==> src/rtl/logic_unit_pkg.sv <==
// logic_unit_pkg: shared opcode and FSM state types for logic_accum_unit.
//   op_e     - 3-bit opcode (single-beat AND/OR/XOR/NOT, accumulating
//              ACC_AND/ACC_OR/ACC_XOR, reserved)
//   state_e  - reduction FSM state (IDLE, ACCUM)
//   is_accum - true for the accumulating opcodes
package logic_unit_pkg;

  typedef enum logic [2:0] {
    OP_AND     = 3'd0,
    OP_OR      = 3'd1,
    OP_XOR     = 3'd2,
    OP_NOT     = 3'd3,
    OP_ACC_AND = 3'd4,
    OP_ACC_OR  = 3'd5,
    OP_ACC_XOR = 3'd6,
    OP_RSVD    = 3'd7
  } op_e;

  typedef enum logic {
    IDLE  = 1'b0,
    ACCUM = 1'b1
  } state_e;

  function automatic logic is_accum(input op_e op);
    return (op == OP_ACC_AND) || (op == OP_ACC_OR) || (op == OP_ACC_XOR);
  endfunction

endpackage

==> src/rtl/logic_op_core.sv <==
// logic_op_core: combinational bitwise function unit.
//   op - opcode (op_e)
//   a  - operand A
//   b  - operand B (the accumulator when folding a reduction)
//   y  - result; NOT yields ~a, the reserved opcode passes a through
module logic_op_core
  import logic_unit_pkg::*;
#(
  parameter int unsigned WIDTH = 8
) (
  input  op_e              op,
  input  logic [WIDTH-1:0] a,
  input  logic [WIDTH-1:0] b,
  output logic [WIDTH-1:0] y
);

  always_comb begin
    y = a;
    case (op)
      OP_AND, OP_ACC_AND: y = a & b;
      OP_OR,  OP_ACC_OR:  y = a | b;
      OP_XOR, OP_ACC_XOR: y = a ^ b;
      OP_NOT:             y = ~a;
      default:            y = a;
    endcase
  end

endmodule

==> src/rtl/logic_accum_unit.sv <==
// logic_accum_unit: registered WIDTH-bit bitwise unit with valid/ready
// handshake and multi-beat accumulating reductions.
//   clk, rst_n         - clock, synchronous active-low reset
//   in_valid/in_ready  - operand beat handshake
//   in_op, in_a, in_b  - opcode and operands
//   in_first, in_last  - reduction framing for accumulate opcodes
//   out_valid/out_ready- result handshake
//   out_data, out_any  - result and its OR-reduction
//   out_err            - result came from the reserved opcode
//   out_beats          - beats folded into result (only with
//                        LOGIC_ACCUM_BEAT_COUNT_EN defined)
module logic_accum_unit
  import logic_unit_pkg::*;
#(
  parameter int unsigned WIDTH = 8,
  parameter int unsigned CNT_W = 8
) (
  input  logic             clk,
  input  logic             rst_n,
  input  logic             in_valid,
  output logic             in_ready,
  input  logic [2:0]       in_op,
  input  logic [WIDTH-1:0] in_a,
  input  logic [WIDTH-1:0] in_b,
  input  logic             in_first,
  input  logic             in_last,
  output logic             out_valid,
  input  logic             out_ready,
  output logic [WIDTH-1:0] out_data,
  output logic             out_any,
`ifdef LOGIC_ACCUM_BEAT_COUNT_EN
  output logic [CNT_W-1:0] out_beats,
`endif
  output logic             out_err
);

  op_e              op;
  logic             accum_op;
  logic             accept;
  logic             start;
  logic             load;
  state_e           state, state_next;
  logic [WIDTH-1:0] acc, acc_d, acc_next;
  logic [WIDTH-1:0] core_b, core_y;
  logic [WIDTH-1:0] result;

  assign op       = op_e'(in_op);
  assign accum_op = is_accum(op);
  assign in_ready = rst_n && (!out_valid || out_ready);
  assign accept   = in_valid && in_ready;
  // IDLE without in_first is an implicit start of a new reduction.
  assign start    = in_first || (state == IDLE);

  // One core serves both paths: the fold substitutes the accumulator for B.
  assign core_b = accum_op ? acc : in_b;

  logic_op_core #(.WIDTH(WIDTH)) u_core (
    .op (op),
    .a  (in_a),
    .b  (core_b),
    .y  (core_y)
  );

  assign acc_next = start ? in_a : core_y;
  assign result   = accum_op ? acc_next : core_y;
  assign load     = accept && (!accum_op || in_last);

  always_ff @(posedge clk) begin
    if (!rst_n) begin
      state <= IDLE;
      acc   <= '0;
    end else begin
      state <= state_next;
      acc   <= acc_d;
    end
  end

  always_comb begin
    state_next = state;
    acc_d      = acc;
    if (accept && accum_op) begin
      if (in_last) begin
        state_next = IDLE;
        acc_d      = '0;
      end else begin
        state_next = ACCUM;
        acc_d      = acc_next;
      end
    end
  end

  always_ff @(posedge clk) begin
    if (!rst_n) begin
      out_valid <= 1'b0;
      out_data  <= '0;
      out_any   <= 1'b0;
      out_err   <= 1'b0;
    end else if (load) begin
      out_valid <= 1'b1;
      out_data  <= result;
      out_any   <= |result;
      out_err   <= (op == OP_RSVD);
    end else if (out_ready) begin
      out_valid <= 1'b0;
    end
  end

`ifdef LOGIC_ACCUM_BEAT_COUNT_EN
  logic [CNT_W-1:0] cnt, cnt_d, cnt_next;

  assign cnt_next = start ? CNT_W'(1)
                  : ((cnt == '1) ? cnt : cnt + CNT_W'(1));

  always_comb begin
    cnt_d = cnt;
    if (accept && accum_op) begin
      cnt_d = in_last ? '0 : cnt_next;
    end
  end

  always_ff @(posedge clk) begin
    if (!rst_n) begin
      cnt       <= '0;
      out_beats <= '0;
    end else begin
      cnt <= cnt_d;
      if (load) begin
        out_beats <= accum_op ? cnt_next : CNT_W'(1);
      end
    end
  end
`endif

endmodule

==> config.mk <==
export PLATFORM = sky130hd
export DESIGN_NAME = logic_accum_unit
export DESIGN_NICKNAME = d
export VERILOG_FILES = /design/src/rtl/logic_unit_pkg.sv /design/src/rtl/logic_op_core.sv /design/src/rtl/logic_accum_unit.sv
export SDC_FILE = /design/constraint.sdc
export NUM_CORES = 1
export LEC_CHECK = 0
export ABC_AREA = 1
export CORE_MARGIN = 4
export CORE_UTILIZATION = 25
export CTS_CLUSTER_DIAMETER = 60
export DETAILED_ROUTE_END_ITERATION = 12
export HOLD_SLACK_MARGIN = 0.03
export PLACE_DENSITY = 0.58
export RECOVER_POWER = 50
export SLEW_MARGIN = 20
export SYNTH_ARGS = -nofsm -noshare
export SYNTH_HDL_FRONTEND = slang
export SYNTH_SLANG_ARGS = --single-unit
==> constraint.sdc <==
create_clock -name clk -period 2.5 [get_ports clk]
set_clock_uncertainty 0.2 [all_clocks]
set_input_delay 0.25 -clock clk [delete_from_list [all_inputs] [get_ports clk]]
set_output_delay 0.25 -clock clk [all_outputs]
set_load 0.005 [all_outputs]
==> results.md, run 1 <==
* Status: completed
* Crit path kind: input port to flip-flop
* Met1 Usage GRT at 0.152
* Ys Warns at 0
* Fillers at 703
* Via count at 2,040
* Cell Pwr Density at 385 nW/um2
* Worst skew pair latency at 0.26 ns
* Worst path bufs/invs at 4
* Layout Area Growth over Synthesis at 52.8%
* Post-synth top area cell: dfxtp_1
* Synth area leaders: dfxtp_1 (24%), nand2_1 (15%), inv_1 (13%), ha_1 (12%), nor2_1 (8.8%)
* TritonCTS clock tree: yes
* Post-Syn Nets at 332
* GR peak layer: met2
* First-pass GRT wire length at 8610 um
* Final slew viol count at 0
* Initial Utilization at 0.263
* Vias in the first global route at 1,881
* Post-route setup slack at 0.368 ns
* Fmax achieved at 469 MHz
* Fin crit period at 2.13 ns
* Levels on crit path at 17
* Initial antenna violation count at 0
* Post-synthesis adder-cell area fraction at 0.118
* Hold Slack at 0.268 ns
* Top_reg_cell synth: dfxtp_1
* Max stage delay cell, worst path: ha_1
* Post-synthesis async set-or-reset flop share at 0
* Max Root-Sink Buffers at 2
* Required time of the critical path at 2.46 ns
* Ports at 37
* Die Area at 8180 um2
* DR DRC count at 0
* Worst vdd ir at 0.000215 V
* Cts hold-fix bufs at 0
* MaxCap Viol Count at 0
* Placeable Area at 6460 um2
* Total CTS buffers at 3
* Min-delay worst type: flip-flop to flip-flop
* Cell area after synthesis at 1700 um2
* RePlAce Congestion at 0.835
* Xor and xnor fraction of the mapped netlist area at 0
* CP Cell Sequence: dlymetal6s2s_1 -> nand2_2 -> nand2_4 -> buf_4 -> o21ai_1 -> inv_1 -> ha_1 -> inv_1 -> nor2_1 -> nor2_1 -> nand4_1 -> nand3_1 -> nand2_1 -> nor2_1 -> nand2_1 -> nor2_1 -> nor2_1
* Least-Margin Pin Slew at 0.473 ns
* Final Util at 0.402
* Diodes inserted at 0
* Largest net degree at the start of global routing at 19
* Hold Crit Depth at 2
* Total power at 999 uW
* Syn avg cell area at 5.84 um2
* Simple logic cell fraction of the synthesized area at 0.393
* Nets at 407
* Multiplexer area fraction after synthesis at 0
* Vias/cell at 4.62
* Post-synthesis compound-gate area fraction at 0.111
* Most common cell type on the critical path: nor2_1
* Row count at 29
* #FFs+latches synth at 20
* Share of cells above drive strength 1 at 0.170
* Non-filler instance count after layout at 442
* CTS H-tree lvls at 1
* Main combinational cell family by area after synthesis: simple AND/OR/NAND/NOR gates
* # setup viols final at 0
* Tcrit/Tclk final at 0.853
* GRT Residual Overflow at 0
* Met3 GRT Util at 0.0217
* R2R depth at 14
* Wire per inst at 11.9 um
* GRT Total Usage at 0.126
* Worst path top cell family by delay: simple AND/OR/NAND/NOR gates
* Crit path capture type: flip-flop
* Clk slew on worst S/H paths at 0.09 ns
* DR pass1 iterations at 4
* Clock sink count at 20
* Number of synthesized flops with an enable pin at 0
* Synthesized instance count at 291
* DP HPWL at 3960 um
* # port buffers at 36
* Nature of the critical path startpoint: input port
* Seq/Total Area, Yosys at 0.235
* CP arrival at 2.09 ns
* Leak at 1.34 nW
* Worst path max stage delay at 0.27 ns
* Iteration-0 DRC Markers at 70
* Pre-CTS WS at -0.269 ns
* Final-report hold violation count at 0
* Remaining antenna violation count at 0
* Root Buffer: clkbuf_8
* Placed Cells at 434
* Die W at 90.5 um
* Met2 global-route usage at 0.222
* Die Height at 90.5 um
* WL final at 5260 um
* Maximum fanout along the worst path at 5
* Synth top area share at 0.235
* RSZ-0062 raised after global routing: no
* Synth unique cells at 21
* Slew headroom at 0.685
## kinds of logic (layout without fill, tap and decap cells)
group,after synthesis,count (layout)
adder cells (fa/ha/maj),16,16
AND/OR/NAND/NOR,154,154
buffers and inverters,64,138
flip-flops,20,20
AO/OA/AOI/OAI,37,37
## cell type report
cell class	count	area [um2]	share of cell area
Clock inverter	1	30.0	0.0116
Timing Repair Buffer	74	704	0.271
Inverter	60	225	0.0867
Multi-Input combinational cell	207	1100	0.424
Sequential cell	20	400	0.154
Clock buffer	3	41.3	0.0159
Tap cell	77	96.3	0.0371
## stage by stage
| step | setup TNS, ns | instance area [um2] |
|---|---|---|
| after detailed placement | -1.55 | 2410 |
| final | 0 | 2600 |
| after global routing | 0 | 2600 |
| after global placement | -0.965 | 2410 |
| after floorplan | 0 | 1700 |
| after CTS | 0 | 2480 |
## metal layers
metal | vias to the layer above | wire, um
met1 | 920 | 2310
met2 | 42 | 2590
li1 | 1059 | -
met5 | - | 0
met3 | 19 | 212
met4 | 0 | 139
## sequential cells by signal (all words and copies together), names as in the netlist
signal and flops:
acc 8, out_data 8, out_any 1, out_err 1
out_valid 1, state 1
## path summary, 6_finish.rpt
path | startpoint | to | slack [ns]
worst max-delay path | in_op[0] | out_any$_SDFFE_PN0P_ | 0.37
worst min-delay path | acc[7]$_SDFFE_PN0P_ | acc[7]$_SDFFE_PN0P_ | 0.27
worst max register to register | acc[3]$_SDFFE_PN0P_ | out_any$_SDFFE_PN0P_ | 0.47
worst min register to register | acc[7]$_SDFFE_PN0P_ | acc[7]$_SDFFE_PN0P_ | 0.27
## worst min-delay path, stage by stage (launching register included)
cell     delay, ns
dfxtp_1       0.32
nand2_1       0.06
a21oi_1       0.05
## report_power, final
group	internal, mW	switching, mW	total (mW)
sequential	0.333	0.00606	0.339
combinational	0.156	0.165	0.321
clock	0.214	0.126	0.340
## layout by cell type, fill, tap and decap left out, drive strengths merged
master	synthesis	routed
inv	60	60
o21ai	20	20
ha	16	16
dfxtp	20	20
nand2	74	74
nand3	24	24
buf	3	35
dlygate4sd3	0	12
nand4	8	8
clkbuf	1	6
a21oi	17	17
dlymetal6s2s	0	3
bufinv	0	1
clkdlybuf4s50	0	21
nor3b	1	1
nand3b	2	2
nor3	3	3
nor2	42	42
## synth_stat cells, types with 2 or more instances
cell and number:
nor3_1 3, inv_2 2, ha_1 16, nand3b_1 2
buf_2 2, nand4_1 8, nor2_1 40, o21ai_0 18
inv_1 58, nand3_1 24, nand2_1 70, a21oi_1 17
dfxtp_1 20, nand2_2 4
## what timing repair did
item,CTS,global route
setup buffers,0,2
setup endpoints to repair,1,10
cloned,0,2
resized for setup,3,24
pin swaps,0,14
No activity file was read; power rests on OpenSTA's default activity.
==> inputs of run 2 (changes only) <==
Settings changed: PLACE_DENSITY 0.58 to 0.56.
Clock period 2.5 ns to 2 ns, I/O delays scaled along.
==> run 2 against run 1 <==
Die area unchanged. Via count is 0.54% higher. First-iteration DRC count increased by 7.1%. Hold slack worse by 0.0058 ns. Critical path depth shrank 3. Sequential share of layout area is 0.60 points lower. Highest routed layer unchanged. Utilization is 2.4 points higher. Power up 27%. Combinational power rose by 34%. Register-to-register slack got worse by 0.46 ns. Cell count up 3.8%.
==> results.md, run 2 (same netlist as run 1, synthesis figures left out) <==
* Largest net degree at the start of global routing at 13 (-6)
* Sw Ratio at 0.297 (-0.000830)
* Layout Area Growth over Synthesis at 62.0%
* Crit path capture type: flip-flop
* DR pass1 iterations at 4 (unchanged)
* Wire per inst at 12.1 um (+1.7%)
* Die W at 90.5 um (unchanged)
* Cts hold-fix bufs at 0 (unchanged)
* Worst skew pair latency at 0.26 ns (about the same)
* Sw Pwr at 375 uW (+26%)
* Most frequent cells in the layout: nand2_1 (65), inv_1 (58), buf_4 (52), nor2_1 (38), nand3_1 (23)
* TritonCTS clock tree: yes
* Total CTS buffers at 3 (unchanged)
* Fin crit period at 1.99 ns
* Required time of the critical path at 1.96 ns (-0.50 ns)
* # setup viols final at 0 (unchanged)
* Initial Utilization at 0.263 (unchanged)
* Initial antenna violation count at 0 (unchanged)
* Commonest non-fill, non-tap cell in the layout: nand2_1
* Worst vdd ir at 0.000450 V (+110%)
* Fmax achieved at 502 MHz
* DR DRC count at 0 (unchanged)
* Critical path launch point: acc[0]$_SDFFE_PN0P_
* Max Root-Sink Buffers at 2 (unchanged)
* Pint at 889 uW (+27%)
* GRT Total Usage at 0.133 (+0.00684)
* Final slew viol count at 0 (unchanged)
* Min-delay src: out_err$_SDFFE_PN0P_
* Fillers at 681 (-3.1%)
* Status: completed
* Remaining antenna violation count at 0 (unchanged)
* Final-report hold violation count at 0 (unchanged)
* Clock sink count at 20 (unchanged)
* Total power at 1.26 mW (+27%)
* Share of cells above drive strength 1 at 0.262 (+0.0919)
* Cell Pwr Density at 459 nW/um2 (+19%)
* Setup_tns at 0 ns (unchanged)
* Nets at 424 (+4.2%)
* DP Area at 2550 um2 (+6.0%)
* Reg-to-Reg Start: acc[0]$_SDFFE_PN0P_
* WL final at 5550 um (+5.6%)
* RSZ-0062 raised after global routing: yes
* Clk slew on worst S/H paths at 0.08 ns (about the same)
* Nature of the critical path startpoint: flip-flop
* Via count at 2,051 (+0.54%)
* Largest regs: acc: 8 flops, out_data: 8 flops
* DP HPWL at 4050 um (+2.3%)
* Tcrit/Tclk final at 0.997
* Clock power share at 0.325 (-0.015)
* Final Util at 0.427 (+0.0242)
* Min-delay worst type: flip-flop to flip-flop
* Final Instance Area at 2760 um2 (+6.0%)
* Root Buffer: clkbuf_8
* Slew headroom at 0.705 (+0.0204)
* Pre-CTS WS at -0.699 ns (-0.430 ns)
* Placeable Area at 6460 um2 (unchanged)
* Combinational group share of total power at 0.340 (+0.019)
* Crit path kind: flip-flop to flip-flop
* MaxCap Viol Count at 0 (unchanged)
* Die Area at 8180 um2 (unchanged)
* Leak at 1.42 nW (+6.1%)
* Row count at 29 (unchanged)
* Die Height at 90.5 um (unchanged)
* Diodes inserted at 0 (unchanged)
* Vias/cell at 4.47 (-3.2%)
* First-pass GRT wire length at 9070 um (+5.4%)
* Seq pwr share at 0.335 (-0.004)
* RePlAce Congestion at 0.833 (-0.22%)
* Ports at 37 (unchanged)
* Iteration-0 DRC Markers at 75 (+7.1%)
* CTS H-tree lvls at 1 (unchanged)
* CP arrival at 1.95 ns (-0.14 ns)
* Maximum fanout along the worst path at 2 (-3)
* Least-Margin Pin Slew at 0.441 ns (-0.0315 ns)
* Post-route setup slack at 0.00689 ns (-0.361 ns)
* GRT Residual Overflow at 0 (unchanged)
* Vias in the first global route at 1,976 (+5.1%)
* # port buffers at 36 (unchanged)
## run 2: cell types whose count changed in the layout (fill, tap and decap cells not counted), moves of 3 or more
cell,delta
nand2_8,+3
nand2_1,-3
dfxtp_1,-6
buf_4,+19
o21ai_2,+4
dfxtp_2,+6
## run 2: power groups by stage
stage          Sequential (mW)  Combinational [mW]  Clock [mW]
5_1_grt                  0.426               0.483       0.440
6_report                 0.424               0.430       0.410
3_5_place_dp             0.434               0.405           0
2_1_floorplan            0.434               0.192           0
4_1_cts                  0.425               0.421       0.423
3_3_place_gp             0.434               0.403           0
## run 2: per-layer routing
metal / wire [um] / vias up / share of wire / track usage
met5: 0 / - / 0 / 0
met4: 108 / 0 / 0.019 / 0.0319
met3: 245 / 8 / 0.044 / 0.0233
met2: 2670 / 43 / 0.48 / 0.240
met1: 2530 / 907 / 0.46 / 0.163
li1: - / 1093 / - / -
## run 2: cell type report
cell class	instances	area, um2	share of cell area
timing repair buffer	89	764	0.277
clock buffer	3	41.3	0.0150
sequential	20	408	0.148
clock inverter	1	30.0	0.0109
tap	77	96.3	0.0350
inverter	60	225	0.0817
multi-input combinational	209	1190	0.432
## run 2: metrics by stage
| stage | hold slack (ns) | std cells |
|---|---|---|
| 6_report | 0.262 | 459 |
| 5_1_grt | 0.279 | 459 |
| 4_1_cts | 0.267 | 455 |
| 3_5_place_dp | 0.255 | 448 |
| 3_3_place_gp | 0.253 | 448 |
| 2_1_floorplan | 0.138 | 291 |
## run 2: timing repair
action                                  4_1_cts  5_1_grt
cloned                                        2        0
setup buffers                                 1        4
hold endpoints to repair                      0        0
pin swaps                                     7       26
endpoints found under the setup margin       17        9
resized for setup                            25       26
## run 2: path summary, 6_finish.rpt
| path | slack (ns) | depth (start not counted) | to |
|---|---|---|---|
| worst max-delay path | 0.007 | 14 | out_any$_SDFFE_PN0P_ |
| worst min-delay path | 0.26 | 2 | out_err$_SDFFE_PN0P_ |
| worst max register to register | 0.007 | 14 | out_any$_SDFFE_PN0P_ |
| worst min register to register | 0.26 | 2 | out_err$_SDFFE_PN0P_ |
## run 2: worst max-delay path, stage by stage, from the launching register on
cell and delay [ns]:
dfxtp_1 0.33, inv_1 0.05, o21ai_2 0.14, inv_1 0.05, ha_1 0.26, inv_1 0.05
nor2_1 0.04, a21oi_2 0.13, nand4_1 0.13, nand3_1 0.13, nand2_2 0.08, nor2_1 0.11
nand2_1 0.05, nor2_1 0.09, nor2_1 0.04
